$ cat config.mk
export PLATFORM = sky130hd
export DESIGN_NAME = pipelined_adder
export DESIGN_NICKNAME = d
export VERILOG_FILES = /design/src/rtl/pipelined_adder.sv
export SDC_FILE = /design/constraint.sdc
export NUM_CORES = 1
export LEC_CHECK = 0
export BUFFER_PORTS_ARGS = -buffer_cell sky130_fd_sc_hd__clkbuf_2
export CORE_ASPECT_RATIO = 0.6
export CORE_MARGIN = 4
export CORE_UTILIZATION = 59
export DETAILED_ROUTE_END_ITERATION = 10
export HOLD_SLACK_MARGIN = 0.12
export PLACE_DENSITY = 0.92
export SLEW_MARGIN = 25
export SYNTH_ARGS = -nofsm -noshare
export SYNTH_HDL_FRONTEND = slang
export SYNTH_SLANG_ARGS = --single-unit
$ cat constraint.sdc
create_clock -name clk -period 7.4 [get_ports clk]
set_input_delay 0.37 -clock clk [delete_from_list [all_inputs] [get_ports clk]]
set_output_delay 0.37 -clock clk [all_outputs]
set_load 0.01 [all_outputs]
$ cat src/rtl/pipelined_adder.sv
// Pipelined carry-lookahead adder/subtractor with valid/ready and global stall.
// Each stage finishes one SEG-bit segment and skews the upper operand bits.
module pipelined_adder #(
  parameter int WIDTH  = 32,
  parameter int BLOCK  = 4,
  parameter int STAGES = 2
) (
  input  logic             clk,
  input  logic             rst_n,
  input  logic             in_valid,
  output logic             in_ready,
  input  logic [WIDTH-1:0] op1,
  input  logic [WIDTH-1:0] op2,
  input  logic             cin,
  input  logic             sub,
  output logic             out_valid,
  input  logic             out_ready,
  output logic [WIDTH-1:0] sum,
  output logic             carry,
  output logic             v_flag,
  output logic             z_flag,
  output logic             n_flag
);

  localparam int SEG  = WIDTH / STAGES;
  localparam int NGRP = SEG / BLOCK;

  logic en;

  for (genvar k = 0; k < STAGES; k++) begin : g_stg
    logic [WIDTH-1:0] a_i;
    logic [WIDTH-1:0] b_i;
    logic [WIDTH-1:0] s_i;
    logic             c_i;
    logic             v_i;
    logic [WIDTH-1:0] s_d;
    logic [WIDTH-1:0] s_q;
    logic             c_d;
    logic             c_q;
    logic             vld_q;

    if (k == 0) begin : g_src
      assign a_i = op1;
      assign b_i = sub ? ~op2 : op2;
      assign s_i = '0;
      assign c_i = cin ^ sub;
      assign v_i = in_valid;
    end else begin : g_src
      assign a_i = g_stg[k-1].g_skew.a_q;
      assign b_i = g_stg[k-1].g_skew.b_q;
      assign s_i = g_stg[k-1].s_q;
      assign c_i = g_stg[k-1].c_q;
      assign v_i = g_stg[k-1].vld_q;
    end

    // Lookahead inside each group, ripple between groups.
    always_comb begin : seg
      logic             cc;
      logic [BLOCK-1:0] g;
      logic [BLOCK-1:0] p;
      logic [BLOCK:0]   cg;
      logic             acc;
      logic             pp;
      s_d = s_i;
      cc  = c_i;
      g   = '0;
      p   = '0;
      cg  = '0;
      acc = 1'b0;
      pp  = 1'b0;
      for (int j = 0; j < NGRP; j++) begin
        g = a_i[k*SEG+j*BLOCK +: BLOCK]
          & b_i[k*SEG+j*BLOCK +: BLOCK];
        p = a_i[k*SEG+j*BLOCK +: BLOCK]
          ^ b_i[k*SEG+j*BLOCK +: BLOCK];
        cg[0] = cc;
        for (int i = 1; i <= BLOCK; i++) begin
          acc = 1'b0;
          pp  = 1'b1;
          for (int m = i - 1; m >= 0; m--) begin
            acc = acc | (pp & g[m]);
            pp  = pp & p[m];
          end
          cg[i] = acc | (pp & cc);
        end
        s_d[k*SEG+j*BLOCK +: BLOCK] = p ^ cg[BLOCK-1:0];
        cc = cg[BLOCK];
      end
      c_d = cc;
    end

    always_ff @(posedge clk or negedge rst_n) begin
      if (!rst_n) begin
        vld_q <= 1'b0;
        s_q   <= '0;
        c_q   <= 1'b0;
      end else if (en) begin
        vld_q <= v_i;
        s_q   <= s_d;
        c_q   <= c_d;
      end
    end

    if (k < STAGES - 1) begin : g_skew
      logic [WIDTH-1:0] a_q;
      logic [WIDTH-1:0] b_q;
      always_ff @(posedge clk or negedge rst_n) begin
        if (!rst_n) begin
          a_q <= '0;
          b_q <= '0;
        end else if (en) begin
          a_q <= a_i;
          b_q <= b_i;
        end
      end
    end else begin : g_last
      logic v_q;
      logic z_q;
      logic n_q;
      logic cm;
      // Carry into the MSB recovered from its sum bit.
      assign cm = s_d[WIDTH-1] ^ a_i[WIDTH-1] ^ b_i[WIDTH-1];
      always_ff @(posedge clk or negedge rst_n) begin
        if (!rst_n) begin
          v_q <= 1'b0;
          z_q <= 1'b0;
          n_q <= 1'b0;
        end else if (en) begin
          v_q <= cm ^ c_d;
          z_q <= ~|s_d;
          n_q <= s_d[WIDTH-1];
        end
      end
    end
  end

  assign out_valid = g_stg[STAGES-1].vld_q;
  assign sum       = g_stg[STAGES-1].s_q;
  assign carry     = g_stg[STAGES-1].c_q;
  assign v_flag    = g_stg[STAGES-1].g_last.v_q;
  assign z_flag    = g_stg[STAGES-1].g_last.z_q;
  assign n_flag    = g_stg[STAGES-1].g_last.n_q;

  assign en       = ~out_valid | out_ready;
  assign in_ready = en;

endmodule

### Yosys cells after proc, flatten, opt, wreduce, memory -nomap -nowiden

Cells that the tools add are included.
Widths: inputs -> output; s select.

* bits in registers: 119
* input port bits: 70
* output and inout port bits: 38
* word-level logic and storage cells: 253

* mux-type cells: 1
* bitwise gates (word level): 239
* reductions and logical operators: 2

Operator list (number)
* $and 1x1->1: 128
* $or 1x1->1: 81
* $xor 4x4->4: 16
* $and 4x4->4: 8
* $mux 32: 1
* $not 32->32: 1
* $reduce_or 32->1: 1
* $xor 1x1->1: 4
* $logic_not 1->1: 1
* $not 1->1: 1

### Longest topological paths before layout

Gate-level depths: netlist of the first run.

* depth after elaboration: 16
* gate-level depth with buffers: 15
* gate-level depth less buffers: 15

### Worst setup path after synthesis of the first run

Ideal clock, no wire load.

* kind: register to register
* start: reg g_stg[0].g_skew.a_q[16]
* end: reg g_stg[1].g_last.z_q, in the netlist z_flag
* arrival time: 3536 ps
* data required time: 7324 ps
* setup slack: 3788 ps
* stages on the path, launching flop included: 16
* period minus slack after synthesis: 3612 ps
* path through: dfrtp_1 ha_1 a211oi_1 o21bai_1 a21o_1 and3_1 or2_2 a41o_1 fa_1 nor4b_1 nand4_1 nor4_1 nand3_1 nor4b_1 o211ai_1 o21ai_1

* elaborated cells on any way between the ends: 47

RTL lines
* start: declaration: line 105 `logic [WIDTH-1:0] a_q;`
* start signal: assignment: line 112 `a_q <= a_i;`
* $and 4x4->4 or $xor 4x4->4 (tied branches): line 73, 75
* $and 1x1->1 (on tied branches): line 81, 82
* $or 1x1->1 or $and 1x1->1 (tied branches): line 81, 84
* $or 1x1->1 (*): line 84 `cg[i] = acc | (pp & cc);`
* $and 1x1->1 (*): line 84
* $or 1x1->1 (*): line 84
* $and 1x1->1 (*): line 84
* $or 1x1->1 (*): line 84
* $xor 4x4->4 (*): line 86 `s_d[k*SEG+j*BLOCK +: BLOCK] = p ^ cg[BLOCK-1:0];`
* net g_stg[1].s_d[28]: line 36 `logic [WIDTH-1:0] s_d;`
* $reduce_or 32->1 (*): line 130 `z_q <= ~|s_d;`
* $logic_not 1->1 (*): line 130
* end signal: assignment: line 130
* end: declaration: line 118 `logic z_q;`

The timed path passes the listed nets; every way through them passes the cells marked *.
A chain may end at the register's enable or synchronous reset.

### Worst setup path after layout of the first run

Ends and elaborated chain as after synthesis.

==> impl_metrics.py, run 1 <==
metrics = {
    "timing": {
        "slew_violations": 0,
        "worst_pin_slew_ns": 1.00,
        "hold_ws_ns": 0.0886,
        "achievable-frequency_mhz": 242,
        "layout_worst_path_cycle_share_pct": 55.7,
        "rsz0062_at_grt": "no",
        "final.setup_skew_ns": 0.00358,
        "report.final.hold_viol_count": 0,
        "setup_total_neg_slack_ns": 0,
        "period_minus_slack_ns": 4.12,
        "setup_violations": 0,
        "headroom_to_the_max_slew_limit_pct": 33.2,
    },
    "clock_network": {
        "cts_buffer_depth": 2,
        "postCtsSetupBuffers": 0,
        "tritoncts": "built",
        "clkTransAtPathRegs_ns": 0.06,
        "cts.sinks": 86,
        "cts_root_buffer": "clkbuf_16",
        "ctsResizeCount": 0,
        "clock_tree.htree_level_count": 3,
        "total_cts_buffers": 9,
        "worstSkewPairLatency_ns": 0.34,
        "cts_hold_buf": 0,
    },
    "logic_synthesis": {
        "ys_warn_count": 0,
        "post_synth_inst_count": 538,
        "ys_seq_elements": 86,
        "yosys.cell_types.count": 53,
        "postSynth.topFlopCell": "dfrtp_1",
        "ys_seq_area_share_pct": 44.0,
        "synth_enable_flop_cells": 0,
        "yosys.area.top_type": "dfrtp_1",
        "synthesis.nets": 648,
        "synth_top_cells_by_count": "nand2_1 (146), dfrtp_1 (86), ha_1 (32), o21ai_0 (32)",
        "synth_async_sr_flop_share_pct": 100,
        "top_area_cells_in_the_synthesized_netlist": "dfrtp_1 (44%), nand2_1 (11%), ha_1 (8.2%)",
        "synth_most_common_cell": "nand2_1",
        "netlist_area_um2": 4890,
        "syn-mean-instance-area_um2": 9.10,
        "fraction_of_synthesized_cell_area_taken_by_the_top_area_cell_type_pct": 44.0,
    },
    "flow_run": {
        "max_cap_violations": 0,
    },
    "grt": {
        "grt_start_max_net_pins": 99,
        "grt_pass1_wl_um": 20200,
        "antenna_found_initial": 0,
        "global_route.overflow_total": 0,
        "vias_in_the_first_global_route": 4086,
        "grtUsageTotal_pct": 25.8,
    },
    "critical_path": {
        "critPathMaxStageDelay_ns": 0.46,
        "worst_reg2reg_path_length_in_cells": 15,
        "crit_path_max_fanout": 4,
        "timing.critical_path.from_type": "flip-flop",
        "cell_type_of_the_slowest_stage_on_the_worst_timing_path": "fa_1",
        "critical-path-top-cell-by-count": "nor4b_1",
        "worst_ep_required_time_ns": 7.66,
        "worstReg2RegEnd": "z_flag$_DFFE_PN0P_",
        "cp-end-kind": "flip-flop",
        "crit_arrival_ns": 4.39,
        "crit_path_start": "g_stg[0].g_skew.a_q[16]$_DFFE_PN0P_",
        "r2r-start": "g_stg[0].g_skew.a_q[16]$_DFFE_PN0P_",
        "endpoint": "z_flag$_DFFE_PN0P_",
        "cell_chain_critical_path": "ha_1, a211oi_1, o21bai_1, a21o_1, and3_1, or2_2, a41o_1, fa_1, nor4b_1, nand4_1, nor4_1, nand3_1, nor4b_1, o211ai_1, o21ai_1",
        "setup.worst_path.class": "reg2reg",
        "worst-r2r-setup-slack_ns": 3.28,
    },
    "cells_and_area": {
        "design.final.nets": 743,
        "insertedDiodeCount": 0,
        "synthToLayoutAreaGrowth_pct": 18.8,
        "finish.utilization_pct": 72.9,
        "final_layout_size_suffix_gt1_share_pct": 20.0,
    },
    "power_and_ir_drop": {
        "vdd.ir_drop.worst_mv": 0.186,
        "cellLeakagePower_nw": 2.93,
        "power_density_nw_per_um2": 315,
    },
    "floorplanning": {
        "chipHeight_um": 78.5,
        "total_i_o_pin_count": 108,
        "die_width_um": 126,
        "row_count": 25,
        "die_area_um2": 9860,
        "initial_core_util_pct": 61.3,
        "placeableCoreArea_um2": 7980,
    },
    "place": {
        "globalplace.congestion": 0.901,
        "dp.final_hpwl_um": 9140,
        "placement.io_buffers": 107,
    },
    "route": {
        "vias_per_cell": 5.62,
        "postRouteWirelength_um": 12200,
        "dr.first_iter.drc_count": 460,
        "drtPass1Iterations": 8,
        "post-route-drc-count": 0,
        "avgRoutedWirePerCell_um": 16.4,
        "detail-route-antenna-nets": 0,
        "num_vias": 4181,
    },
    "min_path": {
        "worstHoldPathType": "in2async",
    },
    "run_status": {
        "status": "completed",
    },
}
power breakdown:
group	switching [W]	internal (W)	leakage, nW	total [W]
Combinational	0.000373	0.000259	1.76	0.000632
Clock	0.000175	0.000326	0.155	0.000500
Sequential	0.0000951	0.000603	1.02	0.000699
metrics by stage:
stage	total power [W]	worst slack, ns	std cells	area (µm²)
after CTS	0.00183	3.33	744	5810
after global placement	0.00130	3.60	730	5480
after global routing	0.00195	3.01	744	5810
after detailed placement	0.00133	3.32	730	5480
after floorplan	0.00109	3.79	538	4890
final	0.00183	3.28	744	5810
area by class of cell:
cell class	count	area [µm²]
Multi-Input combinational cell	409	2580
Sequential cell	86	2150
Clock inverter	4	97.6
Fill cell	606	2160
Timing Repair Buffer	109	557
Inverter	18	67.6
Clock buffer	10	229
Tap cell	108	135
registers in the layout, summed over array words and instances, names as in the netlist, 16 cells and up:
register          count
g_stg.s_q            16
g_stg.g_skew.a_q     16
g_stg.g_skew.b_q     16
sum                  31
placed cells by master (no fill, tap or decap), types with 2 or more instances in the layout:
master / netlist / layout
a41o_1: 2 / 2
xnor2_1: 23 / 23
nor2_1: 26 / 26
clkbuf_2: 0 / 105
nor3_1: 9 / 9
o21a_1: 4 / 4
o31ai_1: 5 / 5
o311ai_0: 2 / 2
nand4_1: 6 / 6
inv_1: 17 / 17
a21o_1: 7 / 7
or3_1: 4 / 4
a31oi_1: 6 / 6
nor4b_1: 3 / 3
nand3_1: 5 / 5
nand2b_1: 2 / 2
dfrtp_1: 86 / 86
a211oi_1: 2 / 2
o21ai_0: 32 / 32
nor3b_1: 3 / 3
xor2_1: 26 / 26
or4_1: 2 / 2
fa_1: 8 / 8
buf_4: 1 / 2
and3_1: 4 / 4
ha_1: 32 / 32
a21oi_1: 24 / 24
bufinv_16: 0 / 3
nand2_1: 146 / 146
clkbuf_16: 0 / 9
nor4_1: 4 / 4
how the worst min path moves through the flow:
stage	startpoint	to	slack, ns	depth (start not counted)
3_3_place_gp	g_stg[0].vld_q$_DFFE_PN0P_	g_stg[0].vld_q$_DFFE_PN0P_	0.44	2
4_1_cts	op1[26]	g_stg[0].g_skew.a_q[26]$_DFFE_PN0P_	0.22	3
6_report	rst_n	sum[7]$_DFFE_PN0P_	0.09	1
3_5_place_dp	sum[20]$_DFFE_PN0P_	sum[20]$_DFFE_PN0P_	0.45	2
2_1_floorplan	rst_n	carry$_DFFE_PN0P_	0.07	0
5_1_grt	rst_n	sum[7]$_DFFE_PN0P_	0.15	1
critical path, delay by kind of cell, from the launching register on:
family	cells	cell delay, ns
flops	1	0.38
compound gates	6	1.19
simple gates	7	1.69
fa+ha+maj	2	0.78
metal layers:
metal  vias up  global-route usage [%]  share of wire, %  routed length (µm)
met2       156                    39.3                44                5360
met5         -                       0                 0                   0
met1      1996                    36.2                47                5730
li1       2009                       -                 -                   -
met4         0                    6.06               1.1                 140
met3        20                    8.36               7.9                 958
kinds of logic (layout without fill, tap and decap cells):
logic type / Yosys count / after routing / share of synthesized area, %
mux: 2 / 2 / 0.435
xor+xnor: 49 / 49 / 8.77
buf+inv: 43 / 141 / 3.53
flops: 86 / 86 / 44.0
fa+ha+maj: 40 / 40 / 11.5
compound gates: 96 / 96 / 12.2
simple gates: 222 / 222 / 19.6
Power figures use the tool's default switching activity.
==> inputs of run 2 (changes only) <==
--- a/config.mk
+++ b/config.mk
@@ -8,10 +8,10 @@
 export BUFFER_PORTS_ARGS = -buffer_cell sky130_fd_sc_hd__clkbuf_2
 export CORE_ASPECT_RATIO = 0.6
 export CORE_MARGIN = 4
-export CORE_UTILIZATION = 59
+export CORE_UTILIZATION = 50
 export DETAILED_ROUTE_END_ITERATION = 10
 export HOLD_SLACK_MARGIN = 0.12
-export PLACE_DENSITY = 0.92
+export PLACE_DENSITY = 0.83
 export SLEW_MARGIN = 25
 export SYNTH_ARGS = -nofsm -noshare
 export SYNTH_HDL_FRONTEND = slang
==> constraint.sdc (replaced) <==
create_clock -name clk -period 3.4 [get_ports clk]
set_input_delay 0.17 -clock clk [delete_from_list [all_inputs] [get_ports clk]]
set_output_delay 0.17 -clock clk [all_outputs]
set_load 0.01 [all_outputs]
==> run 2 against run 1 <==
Against the previous run: the flow now finishes with violations (negative setup slack); sequential share of layout area fell by 1.9 points; first-iteration DRC count decreased by 28%; worst setup slack got worse by 3.4 ns; wire length increased by 1.0%; combinational power increased by 130%; final area is 5.3% higher; final cell count rose by 7.1%; worst hold slack better by 0.034 ns.
==> impl_metrics.py, run 2 (synthesis gave the netlist of run 1 again) <==
metrics = {
    "critical_path": {
        "critical-path-top-cell-by-count": "nor4b_2",
        "crit_path_start": "g_stg[0].g_skew.b_q[16]$_DFFE_PN0P_",
        "cell_type_of_the_slowest_stage_on_the_worst_timing_path": "fa_1",
        "setup.worst_path.class": "reg2reg",
        "cp-end-kind": "flip-flop",
        "r2r-start": "g_stg[0].g_skew.b_q[16]$_DFFE_PN0P_",
        "worst_reg2reg_path_length_in_cells": 15,
        "worst_ep_required_time_ns": 3.67,
        "crit_path_max_fanout": 2,
        "cell_chain_critical_path": "ha_4, a211oi_2, o21bai_2, a21o_1, and3_4, or2_4, a41o_1, fa_1, nor4b_2, nand4_1, nor4_2, nand3_1, nor4b_2, o211ai_1, o21ai_1",
        "crit_arrival_ns": 3.79,
        "worst-r2r-setup-slack_ns": -0.12,
        "critical-path-top-delay-family": "simple AND/OR/NAND/NOR gates",
        "critPathMaxStageDelay_ns": 0.48,
        "timing.critical_path.from_type": "flip-flop",
        "worstReg2RegEnd": "z_flag$_DFFE_PN0P_",
        "path_buf_inv": 0,
    },
    "power_and_ir_drop": {
        "power_density_nw_per_um2": 639,
        "vdd.ir_drop.worst_mv": 0.356,
        "cellLeakagePower_nw": 3.06,
        "fin_total_pwr_w": 0.00391,
    },
    "cells_and_area": {
        "synthToLayoutAreaGrowth_pct": 25.1,
        "largest_register_ffs": 31,
        "insertedDiodeCount": 0,
        "mostFrequentLayoutCell": "nand2_1",
        "cell_count_final_fillers_out": 797,
        "design.final.nets": 772,
        "most-common-layout-cells": "nand2_1 (146), clkbuf_2 (106), dfrtp_1 (86)",
        "final_layout_size_suffix_gt1_share_pct": 22.2,
    },
    "clock_network": {
        "cts_buffer_depth": 2,
        "clkTransAtPathRegs_ns": 0.06,
        "clock_tree.htree_level_count": 3,
        "tritoncts": "built",
        "cts.sinks": 86,
        "cts_root_buffer": "clkbuf_16",
        "worstSkewPairLatency_ns": 0.34,
        "total_cts_buffers": 9,
    },
    "route": {
        "highest_layer": "met4",
        "dr.first_iter.drc_count": 330,
        "m1WireLength_um": 5860,
        "wl_met2_um": 5300,
        "wl_met3_um": 962,
        "postRouteWirelength_um": 12300,
        "post-route-drc-count": 0,
        "avgRoutedWirePerCell_um": 15.4,
        "num_vias": 4221,
        "vias_per_cell": 5.30,
        "drtPass1Iterations": 5,
        "detail-route-antenna-nets": 0,
    },
    "timing": {
        "achievable-frequency_mhz": 284,
        "final.setup_skew_ns": 0.00567,
        "setup_violations": 1,
        "period_minus_slack_ns": 3.52,
        "final_critical_path_setup_slack_ns": -0.123,
        "layout_worst_path_cycle_share_pct": 104,
        "report.final.hold_viol_count": 0,
        "headroom_to_the_max_slew_limit_pct": 48.4,
        "worst_pin_slew_ns": 0.773,
        "slew_violations": 0,
        "rsz0062_at_grt": "yes",
    },
    "floorplanning": {
        "initial_core_util_pct": 52.3,
        "chipHeight_um": 84.6,
        "die_area_um2": 11500,
        "placeableCoreArea_um2": 9360,
        "row_count": 27,
        "total_i_o_pin_count": 108,
        "die_width_um": 136,
    },
    "flow_run": {
        "max_cap_violations": 0,
    },
    "place": {
        "post_placement_worst_setup_slack_ns": -0.252,
        "dp.final_hpwl_um": 9310,
        "globalplace.congestion": 0.915,
        "number_of_cells_after_detailed_placement": 762,
        "placement.io_buffers": 107,
    },
    "min_path": {
        "worst_hold_path.num_cells": 3,
        "worst_hold_path.endpoint": "g_stg[0].g_skew.b_q[19]$_DFFE_PN0P_",
        "worstHoldStart": "op2[19]",
        "worstHoldPathType": "in2reg",
    },
    "grt": {
        "antenna_found_initial": 0,
        "grt_start_max_net_pins": 87,
        "global_route.overflow_total": 0,
        "grt_pass1_wl_um": 20300,
        "grtUsageTotal_pct": 22.4,
        "vias_in_the_first_global_route": 4125,
    },
    "run_status": {
        "status": "finished, violations left",
        "failed_checks": "negative setup slack",
    },
}
-- run 2: area by class of cell --
class                   count  area (µm²)
clock buffers              13         270
clock inverters             3        17.5
fillers                   824        3240
inverters                  18        67.6
multi-input cells         409        2630
flip-flops and latches     86        2150
well taps                 130         163
repair buffers            138         820
-- run 2: repair_timing --
action | CTS | global route
setup endpoints to repair | 1 | 1
hold buffers | 17 | 1
pin swaps | 7 | 1
endpoints found under the hold margin | 102 | 1
gates resized for setup | 2 | 2
buffers inserted | 1 | 0
-- run 2: routing by layer --
layer | up-vias | global-route usage [%]
met2 | 165 | 32.3
met5 | - | 0
met3 | 17 | 5.87
met1 | 1975 | 33.6
li1 | 2064 | -
met4 | 0 | 5.58
-- run 2: worst min-delay path, cell delays in order --
cell	delay (ns)
clkbuf_2	0.08
xnor2_1	0.10
o21ai_0	0.06
-- run 2: through the flow --
stage / area [µm²] / hold slack (ns) / setup TNS, ns / util [%]
CTS: 6090 / 0.120 / -0.241 / 65.1
global placement: 5610 / 0.373 / -0.0689 / 60.0
detailed placement: 5610 / 0.373 / -0.252 / 60.0
finish: 6120 / 0.122 / -0.123 / 65.4
floorplan: 4920 / -0.126 / 0 / -
global route: 6120 / 0.128 / -0.321 / 65.4
-- run 2: worst max-delay path by stage --
stage               cells past startpoint  slack (ns)                  to
floorplan                              15        0.02  z_flag$_DFFE_PN0P_
global placement                       15       -0.07  z_flag$_DFFE_PN0P_
detailed placement                     15       -0.25  z_flag$_DFFE_PN0P_
CTS                                    15       -0.24  z_flag$_DFFE_PN0P_
global route                           15       -0.32  z_flag$_DFFE_PN0P_
finish                                 15       -0.12  z_flag$_DFFE_PN0P_
-- run 2: where the power goes --
group | total, W | internal (W) | switching (W) | leakage (nW)
clock network | 0.000930 | 0.000552 | 0.000378 | 0.142
registers | 0.00151 | 0.00131 | 0.000200 | 1.02
logic | 0.00147 | 0.000633 | 0.000835 | 1.90
total | 0.00391 | 0.00250 | 0.00141 | 3.06
==> inputs of run 3 (changes only) <==
--- a/config.mk
+++ b/config.mk
@@ -6,7 +6,7 @@
 export NUM_CORES = 1
 export LEC_CHECK = 0
 export BUFFER_PORTS_ARGS = -buffer_cell sky130_fd_sc_hd__clkbuf_2
-export CORE_ASPECT_RATIO = 0.6
+export CORE_ASPECT_RATIO = 1.1
 export CORE_MARGIN = 4
 export CORE_UTILIZATION = 50
 export DETAILED_ROUTE_END_ITERATION = 10
==> run 3 against run 2 <==
Against the previous run: the run still ends with negative setup slack left; worst setup slack improved by 0.10 ns; sequential share of layout area up 0.15 points; via count down 1.7%; highest routed layer unchanged; clock power shrank 34%; count of clock-buffer cells in the layout is 1 lower; maximum frequency up 2.9%; core utilization down 0.88 points; critical path type unchanged; wire length shrank 6.9%; critical endpoint unchanged.
==> impl_metrics.py, run 3 (synthesis gave the netlist of run 1 again) <==
metrics = {
    "route": {
        "avgRoutedWirePerCell_um": 14.4,
        "post-route-drc-count": 0,
        "num_vias": 4148,
        "postRouteWirelength_um": 11500,
        "vias_per_cell": 5.21,
        "detail-route-antenna-nets": 0,
        "drtPass1Iterations": 4,
        "dr.first_iter.drc_count": 217,
    },
    "run_status": {
        "failed_checks": "negative setup slack",
        "status": "finished, violations left",
    },
    "critical_path": {
        "setup.worst_path.class": "reg2reg",
        "cp-end-kind": "flip-flop",
        "crit_arrival_ns": 3.71,
        "timing.critical_path.from_type": "flip-flop",
        "worst_ep_required_time_ns": 3.69,
        "critical-path-top-cell-by-count": "nor4b_2",
        "crit_path_start": "g_stg[0].g_skew.a_q[16]$_DFFE_PN0P_",
        "worst_reg2reg_path_length_in_cells": 15,
        "r2r-start": "g_stg[0].g_skew.a_q[16]$_DFFE_PN0P_",
        "worst-r2r-setup-slack_ns": -0.02,
        "cell_chain_critical_path": "ha_4, a211oi_2, o21bai_1, a21o_1, and3_4, or2_4, a41o_1, fa_1, nor4b_2, nand4_1, nor4_1, nand3_1, nor4b_2, o211ai_1, o21ai_1",
        "crit_path_max_fanout": 2,
        "critPathMaxStageDelay_ns": 0.48,
        "cell_type_of_the_slowest_stage_on_the_worst_timing_path": "fa_1",
        "worstReg2RegEnd": "z_flag$_DFFE_PN0P_",
        "endpoint": "z_flag$_DFFE_PN0P_",
    },
    "place": {
        "placement.io_buffers": 107,
        "dp.final_hpwl_um": 8550,
        "globalplace.congestion": 0.882,
        "detailed_place.area_um2": 5600,
    },
    "clock_network": {
        "clkTransAtPathRegs_ns": 0.08,
        "total_cts_buffers": 9,
        "worstSkewPairLatency_ns": 0.36,
        "tritoncts": "built",
        "cts_buffer_depth": 2,
        "cts_root_buffer": "clkbuf_8",
        "cts.sinks": 86,
        "clock_tree.htree_level_count": 3,
    },
    "timing": {
        "final_critical_path_setup_slack_ns": -0.0227,
        "headroom_to_the_max_slew_limit_pct": 49.5,
        "achievable-frequency_mhz": 292,
        "rsz0062_at_grt": "yes",
        "layout_worst_path_cycle_share_pct": 101,
        "final.setup_skew_ns": 0.0103,
        "period_minus_slack_ns": 3.42,
        "setup_violations": 1,
        "slew_violations": 0,
        "worst_pin_slew_ns": 0.757,
        "report.final.hold_viol_count": 0,
    },
    "grt": {
        "met3_usage_pct": 3.63,
        "grt_use_met1_pct": 29.5,
        "grt_start_max_net_pins": 87,
        "antenna_found_initial": 0,
        "vias_in_the_first_global_route": 4195,
        "grt.busiest_layer": "met2",
        "grtUsageTotal_pct": 21.0,
        "gr-usage-met2_pct": 32.7,
        "grt_pass1_wl_um": 19300,
        "global_route.overflow_total": 0,
    },
    "floorplanning": {
        "die_width_um": 102,
        "total_i_o_pin_count": 108,
        "row_count": 37,
        "chipHeight_um": 112,
        "die_area_um2": 11400,
        "placeableCoreArea_um2": 9440,
        "initial_core_util_pct": 51.8,
    },
    "cells_and_area": {
        "most-common-layout-cells": "nand2_1 (146), clkbuf_2 (106), dfrtp_1 (86)",
        "mostFrequentLayoutCell": "nand2_1",
        "largest_register_ffs": 31,
        "insertedDiodeCount": 0,
        "multiInputGateArea_um2": 2610,
        "final_design_area_no_fill_um2": 6090,
        "design.final.nets": 786,
        "number_of_fill_cells": 795,
        "area.sequential_um2": 2150,
        "final_layout_size_suffix_gt1_share_pct": 20.9,
        "synthToLayoutAreaGrowth_pct": 24.5,
    },
    "power_and_ir_drop": {
        "power_density_nw_per_um2": 584,
        "vdd.ir_drop.worst_mv": 0.218,
        "fin_total_pwr_w": 0.00356,
        "cellLeakagePower_nw": 3.05,
    },
    "flow_run": {
        "max_cap_violations": 0,
    },
    "min_path": {
        "worstHoldPathType": "in2reg",
    },
}
run 3: changes by cell type in the layout (fill, tap and decap cells not counted), sizes merged:
| cell | before | now |
|---|---|---|
| dlygate4sd3 | 18 | 32 |
| clkbuf | 119 | 118 |
| clkinvlp | 1 | 0 |
run 3: how the worst min path moves through the flow:
stage / cells after the start / from / endpoint
6_report: 3 / op2[31] / g_stg[0].g_skew.b_q[31]$_DFFE_PN0P_
5_1_grt: 3 / op2[31] / g_stg[0].g_skew.b_q[31]$_DFFE_PN0P_
4_1_cts: 3 / op2[31] / g_stg[0].g_skew.b_q[31]$_DFFE_PN0P_
3_5_place_dp: 3 / op1[26] / g_stg[0].g_skew.a_q[26]$_DFFE_PN0P_
3_3_place_gp: 3 / op1[26] / g_stg[0].g_skew.a_q[26]$_DFFE_PN0P_
2_1_floorplan: 0 / rst_n / carry$_DFFE_PN0P_
run 3: final cells by class:
cell class                 instances  area share, %
multi-input combinational        409           42.9
tap                              117           2.40
clock buffer                      12           2.38
inverter                          18           1.11
timing repair buffer             152           15.7
clock inverter                     2          0.164
sequential                        86           35.3
run 3: power by group:
group | switching (W) | total, W | internal [W]
clock network | 0.000335 | 0.000611 | 0.000276
logic | 0.000795 | 0.00143 | 0.000638
registers | 0.000206 | 0.00152 | 0.00131
run 3: repair_timing:
action | 4_1_cts | 5_1_grt
buffers inserted | 1 | 0
endpoints found under the setup margin | 1 | 1
hold buffers | 32 | 0
gates cloned | 0 | 0
resized for setup | 1 | 0
hold endpoints to repair | 117 | 0
pin swaps | 5 | 1
run 3: per-stage QoR:
step	util [%]	setup WS, ns	hold slack (ns)	cells	TNS (ns)
2_1_floorplan	-	0.0183	-0.126	538	0
3_3_place_gp	59.2	-0.0263	0.368	749	-0.0263
3_5_place_dp	59.2	-0.170	0.370	749	-0.170
4_1_cts	64.5	-0.117	0.134	796	-0.117
5_1_grt	64.5	-0.279	0.155	796	-0.279
6_report	64.5	-0.0227	0.140	796	-0.0227
run 3: critical path, delay by kind of cell (launching register included):
family	cells	cell delay, ns
AO/OA/AOI/OAI	6	0.95
adder cells (fa/ha/maj)	2	0.71
flip-flops	1	0.42
AND/OR/NAND/NOR	7	1.27
run 3: per-layer routing:
metal | vias to the layer above | part of all wire (%)
li1 | 2087 | -
met1 | 1944 | 46
met2 | 91 | 48
met3 | 26 | 4.1
met4 | 0 | 2.5
met5 | - | 0
